## src/rtl/rominit_sink.sv

```systemverilog
// ROMINIT stream receiver: boot/CHR direct BRAM writes, cart bytes via FIFO to a req/ack port.
// Optional ROMINIT_CART_CHECKSUM_EN adds CART_SUM, the 16-bit byte sum of the last cart session.
module rominit_sink #(
  parameter int BOOT_AW    = 12,
  parameter int CHR_AW     = 10,
  parameter int CART_AW    = 17,
  parameter int FIFO_DEPTH = 4
) (
  input  logic                 CLK,
  input  logic                 RES,
  input  logic                 ROMINIT_SEL_BOOT,
  input  logic                 ROMINIT_SEL_CHR,
  input  logic                 ROMINIT_SEL_CART,
  input  logic [24:0]          ROMINIT_ADDR,
  input  logic [7:0]           ROMINIT_DATA,
  input  logic                 ROMINIT_VALID,
  output logic                 BOOT_WE,
  output logic [BOOT_AW-1:0]   BOOT_A,
  output logic [7:0]           BOOT_D,
  output logic                 CHR_WE,
  output logic [CHR_AW-1:0]    CHR_A,
  output logic [7:0]           CHR_D,
  output logic                 CART_REQ,
  output logic [CART_AW-1:0]   CART_A,
  output logic [7:0]           CART_D,
  input  logic                 CART_ACK,
  output logic [CART_AW:0]     CART_SIZE,
  output logic                 CART_SIZE_VALID,
`ifdef ROMINIT_CART_CHECKSUM_EN
  output logic [15:0]          CART_SUM,
`endif
  output logic                 BUSY,
  output logic                 ERR
);

  // state   | meaning
  // S_IDLE  | no session, waiting for a selected byte
  // S_LOAD  | stream active, at least one select high
  // S_DRAIN | selects low, cart FIFO emptying
  // S_DONE  | one cycle: publish cart size if the session hit cart
  typedef enum logic [1:0] {S_IDLE, S_LOAD, S_DRAIN, S_DONE} state_t;

  localparam int PW = $clog2(FIFO_DEPTH);

  state_t state_q, state_d;

  logic any_sel, multi_sel, eff_cart;
  logic in_boot, in_chr, in_cart;
  logic acc_boot, acc_chr, acc_cart, cart_start;

  logic               boot_we_q, chr_we_q;
  logic [BOOT_AW-1:0] boot_a_q;
  logic [CHR_AW-1:0]  chr_a_q;
  logic [7:0]         boot_d_q, chr_d_q;

  logic               push_q;
  logic [CART_AW-1:0] push_a_q;
  logic [7:0]         push_d_q;
  logic [CART_AW:0]   push_end;

  logic [CART_AW+7:0] mem_q [FIFO_DEPTH];
  logic [PW-1:0]      wr_q, rd_q;
  logic [PW:0]        cnt_q;
  logic               empty, full, pop, wr_en, ovf;

  logic               cart_sess_q, size_vld_q, err_q;
  logic [CART_AW:0]   size_max_q, size_q;

  assign any_sel   = ROMINIT_SEL_BOOT | ROMINIT_SEL_CHR | ROMINIT_SEL_CART;
  assign multi_sel = (ROMINIT_SEL_BOOT & ROMINIT_SEL_CHR) | (ROMINIT_SEL_BOOT & ROMINIT_SEL_CART)
                   | (ROMINIT_SEL_CHR & ROMINIT_SEL_CART);
  assign eff_cart  = ROMINIT_SEL_CART & ~ROMINIT_SEL_BOOT & ~ROMINIT_SEL_CHR;

  assign in_boot = (ROMINIT_ADDR >> BOOT_AW) == '0;
  assign in_chr  = (ROMINIT_ADDR >> CHR_AW) == '0;
  assign in_cart = (ROMINIT_ADDR >> CART_AW) == '0;

  assign acc_boot = ROMINIT_VALID & ROMINIT_SEL_BOOT & in_boot;
  assign acc_chr  = ROMINIT_VALID & ~ROMINIT_SEL_BOOT & ROMINIT_SEL_CHR & in_chr;
  assign acc_cart = ROMINIT_VALID & eff_cart & in_cart;

  // First cart byte of a session restarts the size/sum accumulation.
  assign cart_start = ROMINIT_VALID & eff_cart & ~cart_sess_q
                    & ((state_q == S_IDLE) || (state_q == S_LOAD));

  always_ff @(posedge CLK) begin
    if (RES) begin
      boot_we_q <= 1'b0;
      boot_a_q  <= '0;
      boot_d_q  <= '0;
      chr_we_q  <= 1'b0;
      chr_a_q   <= '0;
      chr_d_q   <= '0;
      push_q    <= 1'b0;
      push_a_q  <= '0;
      push_d_q  <= '0;
    end else begin
      boot_we_q <= acc_boot;
      chr_we_q  <= acc_chr;
      push_q    <= acc_cart;
      if (acc_boot) begin
        boot_a_q <= ROMINIT_ADDR[BOOT_AW-1:0];
        boot_d_q <= ROMINIT_DATA;
      end
      if (acc_chr) begin
        chr_a_q <= ROMINIT_ADDR[CHR_AW-1:0];
        chr_d_q <= ROMINIT_DATA;
      end
      if (acc_cart) begin
        push_a_q <= ROMINIT_ADDR[CART_AW-1:0];
        push_d_q <= ROMINIT_DATA;
      end
    end
  end

  assign BOOT_WE = boot_we_q;
  assign BOOT_A  = boot_a_q;
  assign BOOT_D  = boot_d_q;
  assign CHR_WE  = chr_we_q;
  assign CHR_A   = chr_a_q;
  assign CHR_D   = chr_d_q;

  // A push into a full FIFO is fine when the head pops on the same edge.
  assign empty    = (cnt_q == '0);
  assign full     = (cnt_q == (PW+1)'(FIFO_DEPTH));
  assign pop      = CART_ACK & ~empty;
  assign wr_en    = push_q & (~full | pop);
  assign ovf      = push_q & full & ~pop;
  assign push_end = {1'b0, push_a_q} + (CART_AW+1)'(1);

  always_ff @(posedge CLK) begin
    if (wr_en) mem_q[wr_q] <= {push_a_q, push_d_q};
  end

  always_ff @(posedge CLK) begin
    if (RES) begin
      wr_q  <= '0;
      rd_q  <= '0;
      cnt_q <= '0;
    end else begin
      if (wr_en) wr_q <= wr_q + 1'b1;
      if (pop)   rd_q <= rd_q + 1'b1;
      unique case ({wr_en, pop})
        2'b10:   cnt_q <= cnt_q + 1'b1;
        2'b01:   cnt_q <= cnt_q - 1'b1;
        default: ;
      endcase
    end
  end

  always_ff @(posedge CLK) begin
    if (RES) state_q <= S_IDLE;
    else     state_q <= state_d;
  end

  always_comb begin
    state_d = state_q;
    unique case (state_q)
      S_IDLE:  if (ROMINIT_VALID && any_sel) state_d = S_LOAD;
      S_LOAD:  if (!any_sel) state_d = S_DRAIN;
      S_DRAIN: if (empty && !push_q) state_d = S_DONE;
      S_DONE:  state_d = S_IDLE;
      default: state_d = S_IDLE;
    endcase
  end

  always_comb begin
    BUSY     = (state_q == S_LOAD) || (state_q == S_DRAIN);
    CART_REQ = ~empty;
    CART_A   = '0;
    CART_D   = '0;
    if (!empty) {CART_A, CART_D} = mem_q[rd_q];
  end

  always_ff @(posedge CLK) begin
    if (RES) begin
      cart_sess_q <= 1'b0;
      size_max_q  <= '0;
      size_q      <= '0;
      size_vld_q  <= 1'b0;
      err_q       <= 1'b0;
    end else begin
      err_q <= err_q | (ROMINIT_VALID & multi_sel) | ovf;
      if (cart_start) begin
        cart_sess_q <= 1'b1;
        size_vld_q  <= 1'b0;
        size_max_q  <= '0;
      end else begin
        if (wr_en && (push_end > size_max_q)) size_max_q <= push_end;
        if (state_q == S_DONE) begin
          cart_sess_q <= 1'b0;
          if (cart_sess_q) begin
            size_q     <= size_max_q;
            size_vld_q <= 1'b1;
          end
        end
      end
    end
  end

  assign CART_SIZE       = size_q;
  assign CART_SIZE_VALID = size_vld_q;
  assign ERR             = err_q;

`ifdef ROMINIT_CART_CHECKSUM_EN
  logic [15:0] sum_q;

  always_ff @(posedge CLK) begin
    if (RES)             sum_q <= '0;
    else if (cart_start) sum_q <= '0;
    else if (wr_en)      sum_q <= sum_q + {8'h00, push_d_q};
  end

  assign CART_SUM = sum_q;
`endif

endmodule

```

## config.mk

```make
export PLATFORM = sky130hd
export DESIGN_NAME = rominit_sink
export DESIGN_NICKNAME = d
export VERILOG_FILES = /design/src/rtl/rominit_sink.sv
export SDC_FILE = /design/constraint.sdc
export NUM_CORES = 1
export LEC_CHECK = 0
export BUFFER_PORTS_ARGS = -buffer_cell sky130_fd_sc_hd__buf_2
export CAP_MARGIN = 15
export CORE_MARGIN = 2
export CORE_UTILIZATION = 50
export CTS_CLUSTER_DIAMETER = 150
export DETAILED_ROUTE_END_ITERATION = 10
export PLACE_DENSITY = 0.8
export SETUP_SLACK_MARGIN = 0.05
export SYNTH_ARGS = -nofsm -noshare
export SYNTH_HDL_FRONTEND = slang
export SYNTH_SLANG_ARGS = --single-unit
```

## constraint.sdc

```tcl
create_clock -name CLK -period 3.7 [get_ports CLK]
set_clock_uncertainty 0.05 [all_clocks]
set_input_delay 0.74 -clock CLK [delete_from_list [all_inputs] [get_ports CLK]]
set_output_delay 0.74 -clock CLK [all_outputs]
set_load 0.02 [all_outputs]
```

==> out/metrics.cfg, run 1 <==
[yosys]
synthFlopType=dfxtp_1
synth.avg_cell_area_um2=12.5
synth_cells=713
syn_nets=782
yosys.area.top_type=edfxtp_1
ys_ff_latch=216
yosys_warnings=0
synthMostInstantiatedCell=dfxtp_1
synth-edff-count=100
synthTopCellsByCount=dfxtp_1, edfxtp_1, nor2_1
async_reset_ff_share_pct=0
syn_area_um2=8900
synth_cell_types=47
yosysSeqAreaShare_pct=59.9
synth_top_area_share_pct=33.8
synthTopCellsByArea=edfxtp_1, dfxtp_1, mux2i_1

[power_and_ir_drop]
leakagePower_nw=4.44
ir_worst_vdd_mv=0.324
power_mw=5.07
p_per_area_nw_per_um2=481

[timing]
rsz0062_at_grt=no
drv_slew=0
post-route-min-period_ns=3.37
fin_crit_sh_pct=91.2
tightest_slew_ns=1.06
fin_ws_ns=0.327
finalSetupTns_ns=0
hold_viol=0
setup_viol=0
slew_headroom_pct=29.2
fmax_mhz=296
whs_ns=0.403

[worst_setup_path]
cp_data_arrival_time_ns=3.73
cp_slowest_cell=dfxtp_1
cp_common_cell=nand4_1
path_cells=and4_1, and3_1, nand4_1, xnor2_1, ha_1, nand4_1, nor4_2, a221o_1, a211o_2, buf_4, nand4_1, o31ai_1
critPathMaxFanout=11
path_class=reg -> reg
cp.required_ns=4.05
critPathTopFamily=simple AND/OR/NAND/NOR gates
critPathBufInv=1
cp-end-kind=register
slowest_delay_ns=0.46
critPathLaunchType=register

[cts]
clock_latency_ns=0.50
path_clk_slew_ns=0.06
root_buffer=clkbuf_16
htree_num_levels=1
clock-sinks=216
cts_tree=yes
clock_path_buffers=3
numCtsBuffers=22

[hold_path]
min_path_type=reg -> reg

[drt]
dr.pass1.iters=5
wl_mm=19.4
postRouteAntennaNets=0
drt_drc_violations_left=0
drt-initial-drc-count=383
post_drt_wl_per_cell_um=17.9
vias=5840
via_per_inst=5.40

[finish]
n_antenna_cell=0
final_util_pct=60.7
areaGrowthSynthToFinish_pct=18.4
layout.nets=909
drive_above_1_share_pct=24.4

[placement]
place_ws_ns=0.242
gp_congestion=0.887
portBuffers=126
detailedPlacementHpwl_mm=12.8

[global_routing]
grt_max_degree=81
grt_overflow=0
grt_pass1_wl_mm=30.5
antenna_found_initial=1
grtUsageTotal_pct=20.9
grt_pass1_vias=5785

[floorplanning]
num_io_pins=127
start_util_pct=51.3
fp.dieArea_um2=18900
fp.dieH_um=137
num_rows=48
die_w_um=137
core_area_um2=17400

[run]
maxCapViolCount=0

[status]
status=completed

[worst reg2reg max path, stage by stage (launching register included)]
cell and delay (ns):
dfxtp_1 0.46, and4_1 0.32, and3_1 0.29, nand4_1 0.15, xnor2_1 0.18, ha_1 0.32
nand4_1 0.17, nor4_2 0.45, a221o_1 0.25, a211o_2 0.24, buf_4 0.17, nand4_1 0.09
o31ai_1 0.12
[metrics by stage]
| stage | cell area (um2) | std cells |
|---|---|---|
| 2_1_floorplan | 8900 | 713 |
| 3_3_place_gp | 9760 | 1041 |
| 3_5_place_dp | 9760 | 1041 |
| 4_1_cts | 10500 | 1081 |
| 5_1_grt | 10500 | 1081 |
| 6_report | 10500 | 1081 |
[cell type report]
class	count	area [um2]
tap	225	282
clock inverter	10	175
fill	1363	6820
sequential	216	5330
clock buffer	30	602
timing repair buffer	143	758
multi-input combinational	430	3290
inverter	27	101
[flip-flops by register name (all words and copies together) (netlist names), named ones only]
signal and flops:
state_q 2, push_a_q 17, CHR_D 8, rd_q 2, CHR_A 10, size_max_q 18, BOOT_A 12, CHR_WE 1
wr_q 2, cart_sess_q 1, mem_q 100, CART_SIZE 18, push_q 1, BOOT_D 8, ERR 1, cnt_q 3
CART_SIZE_VALID 1, BOOT_WE 1, push_d_q 8
[repair_timing]
action | 4_1_cts | 5_1_grt
resized for setup | 0 | 1
setup buffers | 0 | 0
hold buffers | 0 | 0
endpoints found under the setup margin | 0 | 9
[logic make-up (layout without fill, tap and decap cells)]
kind of cell	after synthesis	count (layout)	share of synthesized area (%)
AOI/OAI and AO/OA	65	65	4.70
xor gates and xnor gates	20	20	1.97
adders and majority gates	30	30	4.28
buffers and inverters	67	210	3.23
DFF	216	216	59.9
muxes	89	89	13.5
and+or+nand+nor	226	226	12.4
[path summary, 6_finish.rpt]
check	start	to	slack, ns	depth (start not counted)
max	push_a_q[4]$_SDFFE_PP0P_	size_max_q[10]$_SDFFE_PP0P_	0.33	12
min	size_max_q[13]$_SDFFE_PP0P_	CART_SIZE[13]$_SDFFE_PP0P_	0.40	2
max reg2reg	push_a_q[4]$_SDFFE_PP0P_	size_max_q[10]$_SDFFE_PP0P_	0.33	12
min reg2reg	size_max_q[13]$_SDFFE_PP0P_	CART_SIZE[13]$_SDFFE_PP0P_	0.40	2
[layout by cell type (no fill, tap or decap), types with 2 or more instances in the layout]
| cell | n |
|---|---|
| buf_2 | 126 |
| dfxtp_1 | 116 |
| edfxtp_1 | 100 |
| nor2_1 | 84 |
| mux2i_1 | 64 |
| nand2_1 | 52 |
| and2_1 | 33 |
| a21oi_1 | 30 |
| ha_1 | 28 |
| inv_1 | 27 |
| nand4_1 | 25 |
| mux4_2 | 25 |
| clkbuf_16 | 23 |
| o31ai_1 | 18 |
| buf_4 | 17 |
| xnor2_1 | 12 |
| xor2_1 | 8 |
| nand3_1 | 7 |
| clkbuf_1 | 7 |
| bufinv_16 | 5 |
| a21o_1 | 4 |
| and3_1 | 3 |
| nor3_1 | 3 |
| o21ai_0 | 3 |
| a211oi_1 | 3 |
| and4_1 | 2 |
| or3_1 | 2 |
| nor4b_1 | 2 |
| nor2b_1 | 2 |
| or4_4 | 2 |
| clkinv_1 | 2 |
| clkinv_2 | 2 |
[layer usage]
metal / global-route usage (%) / vias up / wire (um)
li1: - / 2812 / -
met1: 28.2 / 2819 / 8470
met2: 35.0 / 178 / 9450
met3: 3.27 / 31 / 1090
met4: 6.47 / 0 / 354
met5: 0 / - / 0
[power by group]
group	switching, mW	leakage, nW	internal (mW)	total (mW)
clock network	0.893	0.373	1.49	2.38
registers	0.0152	1.86	2.49	2.50
logic	0.122	2.21	0.0674	0.189
No activity file was read; power rests on OpenSTA's default activity.
==> run 2: changes to the inputs <==
--- a/config.mk
+++ b/config.mk
@@ -5,14 +5,16 @@
 export SDC_FILE = /design/constraint.sdc
 export NUM_CORES = 1
 export LEC_CHECK = 0
-export BUFFER_PORTS_ARGS = -buffer_cell sky130_fd_sc_hd__buf_2
+export BUFFER_PORTS_ARGS = -buffer_cell sky130_fd_sc_hd__buf_4
 export CAP_MARGIN = 15
 export CORE_MARGIN = 2
 export CORE_UTILIZATION = 50
 export CTS_CLUSTER_DIAMETER = 150
 export DETAILED_ROUTE_END_ITERATION = 10
 export PLACE_DENSITY = 0.8
+export RECOVER_POWER = 50
 export SETUP_SLACK_MARGIN = 0.05
+export SLEW_MARGIN = 20
 export SYNTH_ARGS = -nofsm -noshare
 export SYNTH_HDL_FRONTEND = slang
 export SYNTH_SLANG_ARGS = --single-unit
==> out/metrics.cfg, run 2 (synthesis gave the netlist of run 1 again) <==
[global_routing]
grt_pass1_wl_mm=30.5  ; about the same
grt_pass1_vias=5721  ; was 5,785
grt_max_degree=97  ; was 81
grtUsageTotal_pct=20.7  ; was 20.9%
antenna_found_initial=1  ; unchanged
grt_overflow=0  ; unchanged

[cts]
clock_path_buffers=3  ; unchanged
cts_tree=yes  ; unchanged
clock_latency_ns=0.50  ; about the same
numCtsBuffers=22  ; unchanged
htree_num_levels=1  ; unchanged
path_clk_slew_ns=0.06  ; about the same
root_buffer=clkbuf_16  ; unchanged
clock-sinks=216  ; unchanged
post_cts_buffers=0  ; unchanged

[finish]
top_register=mem_q  ; unchanged
n_antenna_cell=0  ; unchanged
seqCellArea_um2=5330  ; unchanged
fillers=1388  ; was 1,363
drive_above_1_share_pct=17.3  ; was 24.4%
layout_commonest_cell=dfxtp_1  ; was buf_2
final_area_um2=10600  ; was 10,500 um2
final_util_pct=61.1  ; was 60.7%
largest_reg_flops=100  ; unchanged
layout.nets=912  ; was 909
layout_common_cells=dfxtp_1, edfxtp_1, nor2_1, buf_4, clkbuf_1  ; was buf_2, dfxtp_1, edfxtp_1, nor2_1, mux2i_1
instances_no_fill=1084  ; was 1,081
areaGrowthSynthToFinish_pct=19.2  ; was 18.4%
multi_input_area_um2=3310  ; was 3290 um2

[floorplanning]
num_rows=48  ; unchanged
num_io_pins=127  ; unchanged
core_area_um2=17400  ; unchanged
start_util_pct=51.3  ; unchanged
fp.dieArea_um2=18900  ; unchanged
die_w_um=137  ; unchanged
fp.dieH_um=137  ; unchanged

[worst_setup_path]
r2r_cells=12  ; unchanged
cp-end-kind=register  ; unchanged
cp.required_ns=4.05  ; about the same
critPathMaxFanout=8  ; was 11
path_class=reg -> reg  ; unchanged
critPathLaunchType=register  ; unchanged
cp_data_arrival_time_ns=3.73  ; about the same

[drt]
postRouteAntennaNets=0  ; unchanged
via_per_inst=5.43  ; was 5.40
post_drt_wl_per_cell_um=17.6  ; was 17.9 um
vias=5886  ; was 5,840
drt-initial-drc-count=429  ; was 383
dr.pass1.iters=5  ; unchanged
wl_mm=19.1  ; was 19.4 mm
drt_drc_violations_left=0  ; unchanged

[timing]
slew_headroom_pct=-30.7  ; was 29.2%
setup_viol=0  ; unchanged
rsz0062_at_grt=no  ; unchanged
tightest_slew_ns=1.96  ; was 1.06 ns
drv_slew=123  ; was 0
fin_crit_sh_pct=91.2  ; about the same
fin_ws_ns=0.326  ; was 0.327 ns
post-route-min-period_ns=3.37  ; about the same
fmax_mhz=296  ; about the same
finalSetupTns_ns=0  ; unchanged
whs_ns=0.403  ; about the same
hold_viol=0  ; unchanged

[power_and_ir_drop]
p_per_area_nw_per_um2=466  ; was 481 nW/um2
ir_worst_vdd_mv=0.322  ; was 0.324 mV
power_mw=4.94  ; was 5.07 mW
leakagePower_nw=4.19  ; was 4.44 nW

[placement]
portBuffers=126  ; unchanged
gp_congestion=0.902  ; was 0.887
place_ws_ns=0.385  ; was 0.242 ns
detailedPlacementHpwl_mm=12.8  ; about the same
place_area_um2=10100  ; was 9760 um2
dp.cells=1044  ; was 1,041

[status]
violations=capacitance limit, slew limit
status=finished, violations left  ; was completed

[hold_path]
min_path_type=reg -> reg  ; unchanged
hold_depth=2  ; unchanged

[run]
maxCapViolCount=2  ; was 0

==> run 2: cell types whose count changed in the layout (fill, tap and decap cells not counted), moves of 2 or more <==
cell       before  now
clkinv_4        0    3
clkbuf_1        7   72
bufinv_16       5    2
clkbuf_8        0    2
buf_4          17   78
buf_2         126    0
clkinv_1        2    0
clkinv_2        2    4
==> run 2: report_power, final <==
part	total (mW)	switching (mW)	leakage [nW]	internal [mW]
clock network	2.23	0.896	0.367	1.33
registers	2.50	0.0145	1.86	2.49
logic	0.208	0.124	1.96	0.0838
total	4.94	1.03	4.19	3.90
==> run 2: final cells by class <==
type,instances,share of cell area (%)
Clock buffer,30,5.87
Clock inverter,10,1.16
Tap cell,225,2.66
Sequential cell,216,50.2
Inverter,27,0.956
Multi-Input combinational cell,430,31.2
Timing Repair Buffer,146,7.94
==> run 2: worst max-delay path, cell delays in order (launching register included) <==
cell and delay, ns:
dfxtp_1 0.48, and4_1 0.33, and3_1 0.28, nand4_1 0.14
xnor2_1 0.18, ha_1 0.31, nand4_1 0.21, nor4_4 0.39
a221o_1 0.24, a211o_1 0.26, buf_4 0.19, nand4_1 0.09
o31ai_1 0.13
==> run 2: final timing paths <==
check | start | endpoint | slack (ns)
max | push_a_q[4]$_SDFFE_PP0P_ | size_max_q[8]$_SDFFE_PP0P_ | 0.33
min | size_max_q[15]$_SDFFE_PP0P_ | CART_SIZE[15]$_SDFFE_PP0P_ | 0.40
max reg2reg | push_a_q[4]$_SDFFE_PP0P_ | size_max_q[8]$_SDFFE_PP0P_ | 0.33
min reg2reg | size_max_q[15]$_SDFFE_PP0P_ | CART_SIZE[15]$_SDFFE_PP0P_ | 0.40
==> run 2: repair_timing <==
item	in CTS	in global routing
hold buffers	0	0
resized for setup	0	2
endpoints found under the setup margin	0	11
==> run 2: metal layers <==
layer | track usage, % | share of wire (%) | vias to the layer above
li1 | - | - | 2823
met3 | 2.94 | 5.8 | 22
met1 | 29.1 | 45 | 2854
met5 | 0 | 0 | -
met2 | 34.0 | 48 | 187
met4 | 5.50 | 1.8 | 0
